**src/rtl/alu_decoder_pkg.sv**
```systemverilog
// Shared constants for the RV32I ALU decoder: ALUOp codes, ALU select codes and funct fields.
package alu_decoder_pkg;

  localparam logic [1:0] ALUOP_ADD   = 2'b00;
  localparam logic [1:0] ALUOP_SUB   = 2'b01;
  localparam logic [1:0] ALUOP_FUNCT = 2'b10;
  localparam logic [1:0] ALUOP_RSVD  = 2'b11;

  localparam logic [2:0] ALUC_ADD = 3'b000;
  localparam logic [2:0] ALUC_SUB = 3'b001;
  localparam logic [2:0] ALUC_AND = 3'b010;
  localparam logic [2:0] ALUC_OR  = 3'b011;
  localparam logic [2:0] ALUC_XOR = 3'b100;
  localparam logic [2:0] ALUC_SLT = 3'b101;
  localparam logic [2:0] ALUC_SLL = 3'b110;
  localparam logic [2:0] ALUC_SRL = 3'b111;

  localparam logic [2:0] F3_ADD  = 3'b000;
  localparam logic [2:0] F3_SLL  = 3'b001;
  localparam logic [2:0] F3_SLT  = 3'b010;
  localparam logic [2:0] F3_SLTU = 3'b011;
  localparam logic [2:0] F3_XOR  = 3'b100;
  localparam logic [2:0] F3_SR   = 3'b101;
  localparam logic [2:0] F3_OR   = 3'b110;
  localparam logic [2:0] F3_AND  = 3'b111;

  localparam logic [6:0] F7_BASE = 7'b0000000;
  localparam logic [6:0] F7_ALT  = 7'b0100000;

endpackage

```
**src/rtl/alu_decoder_comb.sv**
```systemverilog
// Pure combinational ALUOp/funct decode. XOR/SLL/SRL decode only when
// ALU_DECODER_EXT_OPS_EN is defined; otherwise those funct3 values flag illegal.
module alu_decoder_comb
  import alu_decoder_pkg::*;
(
  input  logic [1:0] alu_op,
  input  logic [2:0] funct3,
  input  logic [6:0] funct7,
  input  logic       r_type,
  output logic [2:0] alu_control,
  output logic       illegal
);

  logic f7_base;
  assign f7_base = (funct7 == F7_BASE);

  always_comb begin
    alu_control = ALUC_ADD;
    illegal     = 1'b0;
    case (alu_op)
      ALUOP_ADD: alu_control = ALUC_ADD;
      ALUOP_SUB: alu_control = ALUC_SUB;
      ALUOP_RSVD: illegal = 1'b1;
      default: begin
        case (funct3)
          F3_ADD: begin
            if (r_type && (funct7 == F7_ALT)) alu_control = ALUC_SUB;
            else if (r_type && !f7_base)      illegal     = 1'b1;
          end
          F3_SLT:  alu_control = ALUC_SLT;
          F3_OR:   alu_control = ALUC_OR;
          F3_AND:  alu_control = ALUC_AND;
          F3_SLTU: illegal     = 1'b1;
`ifdef ALU_DECODER_EXT_OPS_EN
          F3_XOR:  alu_control = ALUC_XOR;
          F3_SLL: begin
            alu_control = ALUC_SLL;
            illegal     = !f7_base;
          end
          F3_SR: begin
            // Shift right decodes to SRL; an arithmetic-shift funct7 is flagged illegal
            alu_control = ALUC_SRL;
            illegal     = !f7_base;
          end
`else
          default: illegal = 1'b1;
`endif
        endcase
        // R-type ops without a funct7 variant require funct7 all-zero
        if (r_type && !f7_base && (funct3 != F3_ADD) && (funct3 != F3_SLL) && (funct3 != F3_SR))
          illegal = 1'b1;
      end
    endcase
  end

endmodule

```
**src/rtl/alu_decoder.sv**
```systemverilog
// RV32I ALU decoder top: combinational select plus registered copy and sticky illegal flag.
// Optional extended ops (XOR/SLL/SRL) are enabled by defining ALU_DECODER_EXT_OPS_EN.
module alu_decoder
  import alu_decoder_pkg::*;
(
  input  logic       clk,
  input  logic       rst_n,
  input  logic       en,
  input  logic       illegal_clr,
  input  logic [1:0] ALUOp,
  input  logic [2:0] funct3,
  input  logic [6:0] funct7,
  input  logic [6:0] op,
  output logic [2:0] ALUControl,
  output logic       illegal,
  output logic [2:0] ALUControl_q,
  output logic       illegal_sticky
);

  // Only op[5] distinguishes R-type from I-type
  logic unused_op;
  assign unused_op = ^{op[6], op[4:0]};

  alu_decoder_comb u_comb (
    .alu_op      (ALUOp),
    .funct3      (funct3),
    .funct7      (funct7),
    .r_type      (op[5]),
    .alu_control (ALUControl),
    .illegal     (illegal)
  );

  always_ff @(posedge clk or negedge rst_n) begin
    if (!rst_n) begin
      ALUControl_q   <= ALUC_ADD;
      illegal_sticky <= 1'b0;
    end else begin
      if (en) ALUControl_q <= ALUControl;
      // A new illegal encoding wins over a simultaneous clear
      if (illegal)          illegal_sticky <= 1'b1;
      else if (illegal_clr) illegal_sticky <= 1'b0;
    end
  end

endmodule

```
**config.mk**
```make
export PLATFORM = sky130hd
export DESIGN_NAME = alu_decoder
export DESIGN_NICKNAME = d
export VERILOG_FILES = /design/src/rtl/alu_decoder_pkg.sv /design/src/rtl/alu_decoder_comb.sv /design/src/rtl/alu_decoder.sv
export SDC_FILE = /design/constraint.sdc
export NUM_CORES = 1
export LEC_CHECK = 0
export ABC_CLOCK_PERIOD_IN_PS = 2500
export BUFFER_PORTS_ARGS = -buffer_cell sky130_fd_sc_hd__buf_2
export CAP_MARGIN = 10
export CORE_AREA = 2 2 39 41
export DETAILED_ROUTE_END_ITERATION = 7
export DIE_AREA = 0 0 41 43
export PLACE_DENSITY_LB_ADDON = 0.2
export REMOVE_ABC_BUFFERS = 1
export SLEW_MARGIN = 10
export SYNTH_ARGS = -nofsm -noshare
export SYNTH_HDL_FRONTEND = slang
export SYNTH_SLANG_ARGS = --single-unit
```
**constraint.sdc**
```tcl
create_clock -name clk -period 2.5 [get_ports clk]
set_input_delay 0.5 -clock clk [delete_from_list [all_inputs] [get_ports clk]]
set_output_delay 0.5 -clock clk [all_outputs]
set_load 0.05 [all_outputs]
```
==> results of run 1 <==
worst max path at each step:
| stage | end | slack (ns) | depth (start not counted) |
|---|---|---|---|
| 6_report | ALUControl[0] | 0.53 | 5 |
| 5_1_grt | ALUControl[0] | 0.45 | 5 |
| 4_1_cts | ALUControl[0] | 0.53 | 5 |
| 3_5_place_dp | ALUControl[0] | 0.53 | 5 |
| 3_3_place_gp | ALUControl[0] | 0.52 | 5 |
| 2_1_floorplan | ALUControl[0] | 0.37 | 3 |
power groups by stage:
stage	registers [mW]	logic (mW)	clock network [mW]
after global routing	0.0715	0.0771	0.0864
after floorplan	0.0862	0.0295	0
after global placement	0.0718	0.0718	0
final	0.0709	0.0713	0.0787
after detailed placement	0.0719	0.0718	0
after CTS	0.0711	0.0718	0.0826
worst max-delay path: cells and delay by family:
family,cells,cell delay [ns]
AND/OR/NAND/NOR,1,0.28
buffers and inverters,2,0.38
AO/OA/AOI/OAI,2,0.30
registers in the layout (all words and copies together), names as in the netlist:
signal,flops
ALUControl_q,3
illegal_sticky,1
per-stage QoR:
| step | std cells | utilization | worst slack [ns] | power (mW) |
|---|---|---|---|---|
| after global routing | 74 | 0.323 | 0.450 | 0.235 |
| after floorplan | 31 | - | 0.370 | 0.116 |
| after detailed placement | 71 | 0.307 | 0.527 | 0.144 |
| final | 74 | 0.323 | 0.531 | 0.221 |
| after global placement | 71 | 0.307 | 0.524 | 0.144 |
| after CTS | 74 | 0.323 | 0.527 | 0.225 |
synth_stat cells:
| cell | number |
|---|---|
| dfrtp_1 | 4 |
| nor4_4 | 1 |
| nor3_2 | 1 |
| nor2b_1 | 1 |
| nor2_1 | 2 |
| a21oi_1 | 1 |
| o221ai_1 | 1 |
| inv_1 | 4 |
| mux2_2 | 2 |
| o311ai_2 | 1 |
| nand2b_1 | 1 |
| o21ai_1 | 2 |
| nand2_1 | 5 |
| or2_1 | 1 |
| nor4bb_1 | 1 |
| a31oi_1 | 1 |
| nand3_1 | 1 |
| a31o_1 | 1 |
kinds of logic (layout without fill, tap and decap cells):
group,after synthesis,in the layout,share of synthesized area
multiplexers,2,2,0.0793
buffers and inverters,4,31,0.0528
AND/OR/NAND/NOR,14,14,0.322
AO/OA/AOI/OAI,7,7,0.194
flip-flops,4,4,0.352
area by class of cell:
cell class / count / area share
Timing Repair Buffer: 24 / 0.269
Inverter: 4 / 0.0336
Tap cell: 16 / 0.0448
Clock buffer: 3 / 0.0504
Multi-Input combinational cell: 23 / 0.378
Sequential cell: 4 / 0.224
routing by layer:
metal | vias to the layer above | share of wire | global-route usage | routed length, um
met5 | - | 0 | 0 | 0
met4 | 0 | 0 | 0.0600 | 0
met3 | 0 | 0.071 | 0.00524 | 49
met2 | 12 | 0.45 | 0.144 | 309
met1 | 140 | 0.48 | 0.117 | 334
li1 | 165 | - | - | -
==> impl_metrics.yaml, run 1 <==
logic_synthesis:
  seq_area_frac_synth: 0.352
  yosysWarnings: 0
  postSynthAreaPerCell_um2: 9.16
  syn_inst: 31
  yosysTopAreaCell: "dfrtp_1"
  synthTopCellsByArea: "dfrtp_1 35%, mux2_2 7.9%, nor4_4 7.5%"
  ys_types: 18
  syn_area_um2: 284
  synth_top_area_share: 0.352
  ys_ff_latch: 4
finish:
  layout_commonest_cell: "buf_2"
  area_growth_syn_to_layout_pct: 57.3
  final_nets: 83
  drive_above_1_share: 0.552
  stdcell_area_um2: 447
  register_area_um2: 100
  diodes: 0
  multiInputGateArea_um2: 169
  fill_cells: 154
  final_cell_mix: "24 x buf_2, 5 x nand2_1, 4 x dfrtp_1, 4 x inv_1, 3 x clkbuf_4"
place:
  io_buffer_count: 24
  place_hpwl_um: 612
  gp_congestion: 0.683
  post_dp_cell_area_um2: 424
critical_path:
  worstPathArrival_ns: 1.47
  cp_slowest_cell: "nor4_4"
  critical_path_required_ns: 2.00
  worst-setup-path-type: "in2out"
  worstReg2RegEnd: "ALUControl_q[1]$_DFFE_PN0P_"
  crit_path_end_kind: "output port"
  timing.rr.start: "ALUControl_q[1]$_DFFE_PN0P_"
  critical-path-max-stage-delay_ns: 0.28
  worstRegToRegCells: 1
  ff2ff_setup_slack_ns: 1.77
  start_kind: "input pin"
  cp-startpoint: "funct7[1]"
  path_cells: "buf_2 > nor4_4 > a31oi_1 > o21ai_1 > buf_2"
  crit_top_cell: "buf_2"
  crit_fanout: 2
power:
  comb_power_share: 0.323
  switchingPower_uw: 74.6
  powerDensity_nw_per_um2: 495
  ir_drop_mv: 0.160
  clock_power_share: 0.356
  p_int_uw: 146
  power.share.switching: 0.338
  p_leak_nw: 0.240
  sequentialPowerShare: 0.321
die:
  dieArea_um2: 1760
  start_util: 0.205
  die_y_um: 43
  fp.coreArea_um2: 1380
  die_x_um: 41
  ios: 31
  placementRows: 14
clocking:
  cts_buffer_depth: 2
  numClockSinks: 4
  numCtsBuffers: 3
  root_buffer: "clkbuf_4"
  postCtsSetupBuffers: 0
  holdBufCountCts: 0
  h-tree-depth: 1
  clk_latency_ns: 0.23
  clk_pin_slew_ns: 0.04
  cts_resized: 0
  cts_tree: "built"
run:
  cap_violations: 0
global_route:
  grt_pass1_wl_mm: 1.10
  antenna_found_initial: 0
  grt_pass1_vias: 291
  gr-total-overflow: 0
  grt_max_degree: 5
  grt_use_total: 0.0926
routing:
  drc: 0
  wl_per_cell_um: 9.36
  drt_pass1_iterations: 3
  vias: 317
  drtIter0Drc: 3
  antenna_left: 0
  routed_via_density: 4.28
  wl_um: 693
timing:
  tightest_slew_ns: 0.279
  fmax_mhz: 508
  fin_crit_ns: 1.97
  slew_headroom: 0.813
  fin_setup_tns_ns: 0
  skew_ns: 0
  setup_viol: 0
  hold_viol: 0
  fin_crit_sh: 0.788
  finalHoldWorstSlack_ns: 0.0683
  rsz0062_at_grt: "no"
  slew_violations: 0
outcome:
  status: "complete, no violations"
hold_path:
  hold_class: "in2async"
Note: power is estimated with default switching activity, not from simulation.
==> inputs of run 2 (changes only) <==
- ABC_AREA: default -> 1
- ABC_CLOCK_PERIOD_IN_PS: 2500 -> 1590
- clock period: 2.5 -> 1.59 ns (I/O delays scaled with it)
==> run 2 against run 1 <==
  * Total power up 55%
  * First-iteration DRC count shrank 67%
  * Die area did not move
  * Highest routed layer unchanged
==> impl_metrics.yaml, run 2 <==
die:
  fp.coreArea_um2: 1380
  ios: 31
  start_util: 0.205
  die_x_um: 41
  die_y_um: 43
  dieArea_um2: 1760
  placementRows: 14
clocking:
  numCtsBuffers: 3
  root_buffer: "clkbuf_4"
  cts_buffer_depth: 2
  h-tree-depth: 1
  numClockSinks: 4
  cts_tree: "built"
  clk_pin_slew_ns: 0.03
  postCtsSetupBuffers: 0
  clk_latency_ns: 0.23
critical_path:
  worst-setup-path-type: "in2out"
  timing.rr.start: "illegal_sticky$_DFFE_PN0P_"
  worstPathArrival_ns: 1.15
  crit_path_end_kind: "output port"
  worstReg2RegEnd: "illegal_sticky$_DFFE_PN0P_"
  start_kind: "input pin"
  path_cells: "buf_2 > or2_4 > nor4_4 > buf_2"
  crit_top_cell: "buf_2"
  critical-path-max-stage-delay_ns: 0.30
  cp_slowest_cell: "buf_2"
  critical_path_required_ns: 1.27
  worstRegToRegCells: 2
  crit_fanout: 3
  ff2ff_setup_slack_ns: 0.99
place:
  post_dp_cell_area_um2: 424
  io_buffer_count: 24
  gp_congestion: 0.605
  place_hpwl_um: 592
timing:
  hold_viol: 0
  slew_headroom: 0.836
  tightest_slew_ns: 0.248
  fin_crit_ns: 1.46
  setup_viol: 0
  rsz0062_at_grt: "no"
  fin_crit_sh: 0.921
  fin_setup_tns_ns: 0
  fmax_mhz: 683
  slew_violations: 0
  skew_ns: 0
logic_synthesis:
  syn_inst: 44
  synthArstFlopShare: 1.00
  ys_types: 11
  ys_top_cells_by_count: "17 x nand2_1, 8 x inv_1, 7 x nor2_1, 4 x dfrtp_1, 2 x o21ai_0"
  seq_area_frac_synth: 0.352
  synthTopCellsByArea: "dfrtp_1 35%, nand2_1 22%, inv_1 11%"
  yosysWarnings: 0
  postSynthAreaPerCell_um2: 6.46
  synth_flop_cell: "dfrtp_1"
  ys_ff_latch: 4
  synth_top_area_share: 0.352
  yosysTopAreaCell: "dfrtp_1"
  syn_area_um2: 284
  yosysMostFrequentCell: "nand2_1"
  synth_edf_count: 0
finish:
  largest_register_ffs: 3
  final_nets: 97
  max_flop_register: "ALUControl_q"
  stdcell_area_um2: 465
  top_regs: "ALUControl_q x3, illegal_sticky x1"
  fill_cells: 165
  diodes: 0
  layout_commonest_cell: "buf_2"
  drive_above_1_share: 0.431
  area_growth_syn_to_layout_pct: 63.9
  final_cell_mix: "22 x buf_2, 17 x nand2_1, 8 x inv_1"
routing:
  drt_pass1_iterations: 2
  antenna_left: 0
  vias: 352
  routed_via_density: 4.00
  drtIter0Drc: 1
  drc: 0
  wl_um: 685
  wl_per_cell_um: 7.78
global_route:
  grt_pass1_vias: 353
  antenna_found_initial: 0
  gr-total-overflow: 0
  grt_pass1_wl_mm: 1.26
  grt_use_total: 0.108
  grt_max_degree: 5
power:
  p_leak_nw: 0.295
  powerDensity_nw_per_um2: 737
  ir_drop_mv: 0.434
  power_uw: 343
outcome:
  status: "complete, no violations"
hold_path:
  min_from: "illegal_clr"
  hold_class: "in2reg"
  hold_end: "illegal_sticky$_DFFE_PN0P_"
  hold-path-cell-count: 2
run:
  cap_violations: 0
[run 2: metal layers]
layer | wire length [um] | up-vias | global-route usage
met4 | 0 | 0 | 0.0400
li1 | - | 189 | -
met2 | 328 | 13 | 0.163
met3 | 65 | 0 | 0.0785
met5 | 0 | - | 0
met1 | 290 | 150 | 0.110
[run 2: logic make-up (layout without fill, tap and decap cells)]
group / after synthesis / after routing / share of synthesized area
buffers and inverters: 8 / 36 / 0.106
DFF: 4 / 4 / 0.352
and+or+nand+nor: 28 / 28 / 0.463
AOI/OAI and AO/OA: 4 / 4 / 0.0793
[run 2: through the flow]
step                      utilization  setup WS [ns]  std cells  hold WS, ns
after global placement          0.307         0.0808         84        0.127
after floorplan                     -        0.00284         44       0.0224
after detailed placement        0.307         0.0936         84        0.128
after global routing            0.336        0.00734         88        0.283
final                           0.336          0.126         88        0.276
after CTS                       0.330         0.0914         88        0.268
[run 2: how the worst max path moves through the flow]
stage,start,end,slack (ns),cells past startpoint
finish,ALUOp[0],ALUControl[2],0.13,4
global placement,funct7[4],illegal,0.08,8
detailed placement,funct3[0],ALUControl[0],0.09,7
CTS,funct7[4],illegal,0.09,8
global route,funct7[4],illegal,0.007,8
floorplan,ALUOp[1],ALUControl[1],0.003,3
[run 2: critical path, delay by kind of cell]
family	cells	cell delay [ns]
AND/OR/NAND/NOR	2	0.41
buffers and inverters	2	0.41
[run 2: area by class of cell]
| class | count | area (um2) | area share |
|---|---|---|---|
| Clock buffer | 3 | 22.5 | 0.0484 |
| Inverter | 8 | 30.0 | 0.0645 |
| Multi-Input combinational cell | 32 | 158 | 0.339 |
| Tap cell | 16 | 20.0 | 0.0430 |
| Timing Repair Buffer | 25 | 135 | 0.290 |
| Sequential cell | 4 | 100 | 0.215 |
[run 2: where the power goes]
part           total (mW)  internal [mW]  leakage, nW  switching [mW]
clock               0.123         0.0842       0.0138          0.0391
sequential          0.111          0.108       0.0515         0.00274
combinational       0.108         0.0370        0.230          0.0714
total               0.343          0.230        0.295           0.113
[run 2: repair_timing]
item / CTS / global route
resized for setup: 0 / 4
hold buffers: 1 / 0
setup endpoints to repair: 0 / 1
endpoints found under the hold margin: 4 / 0
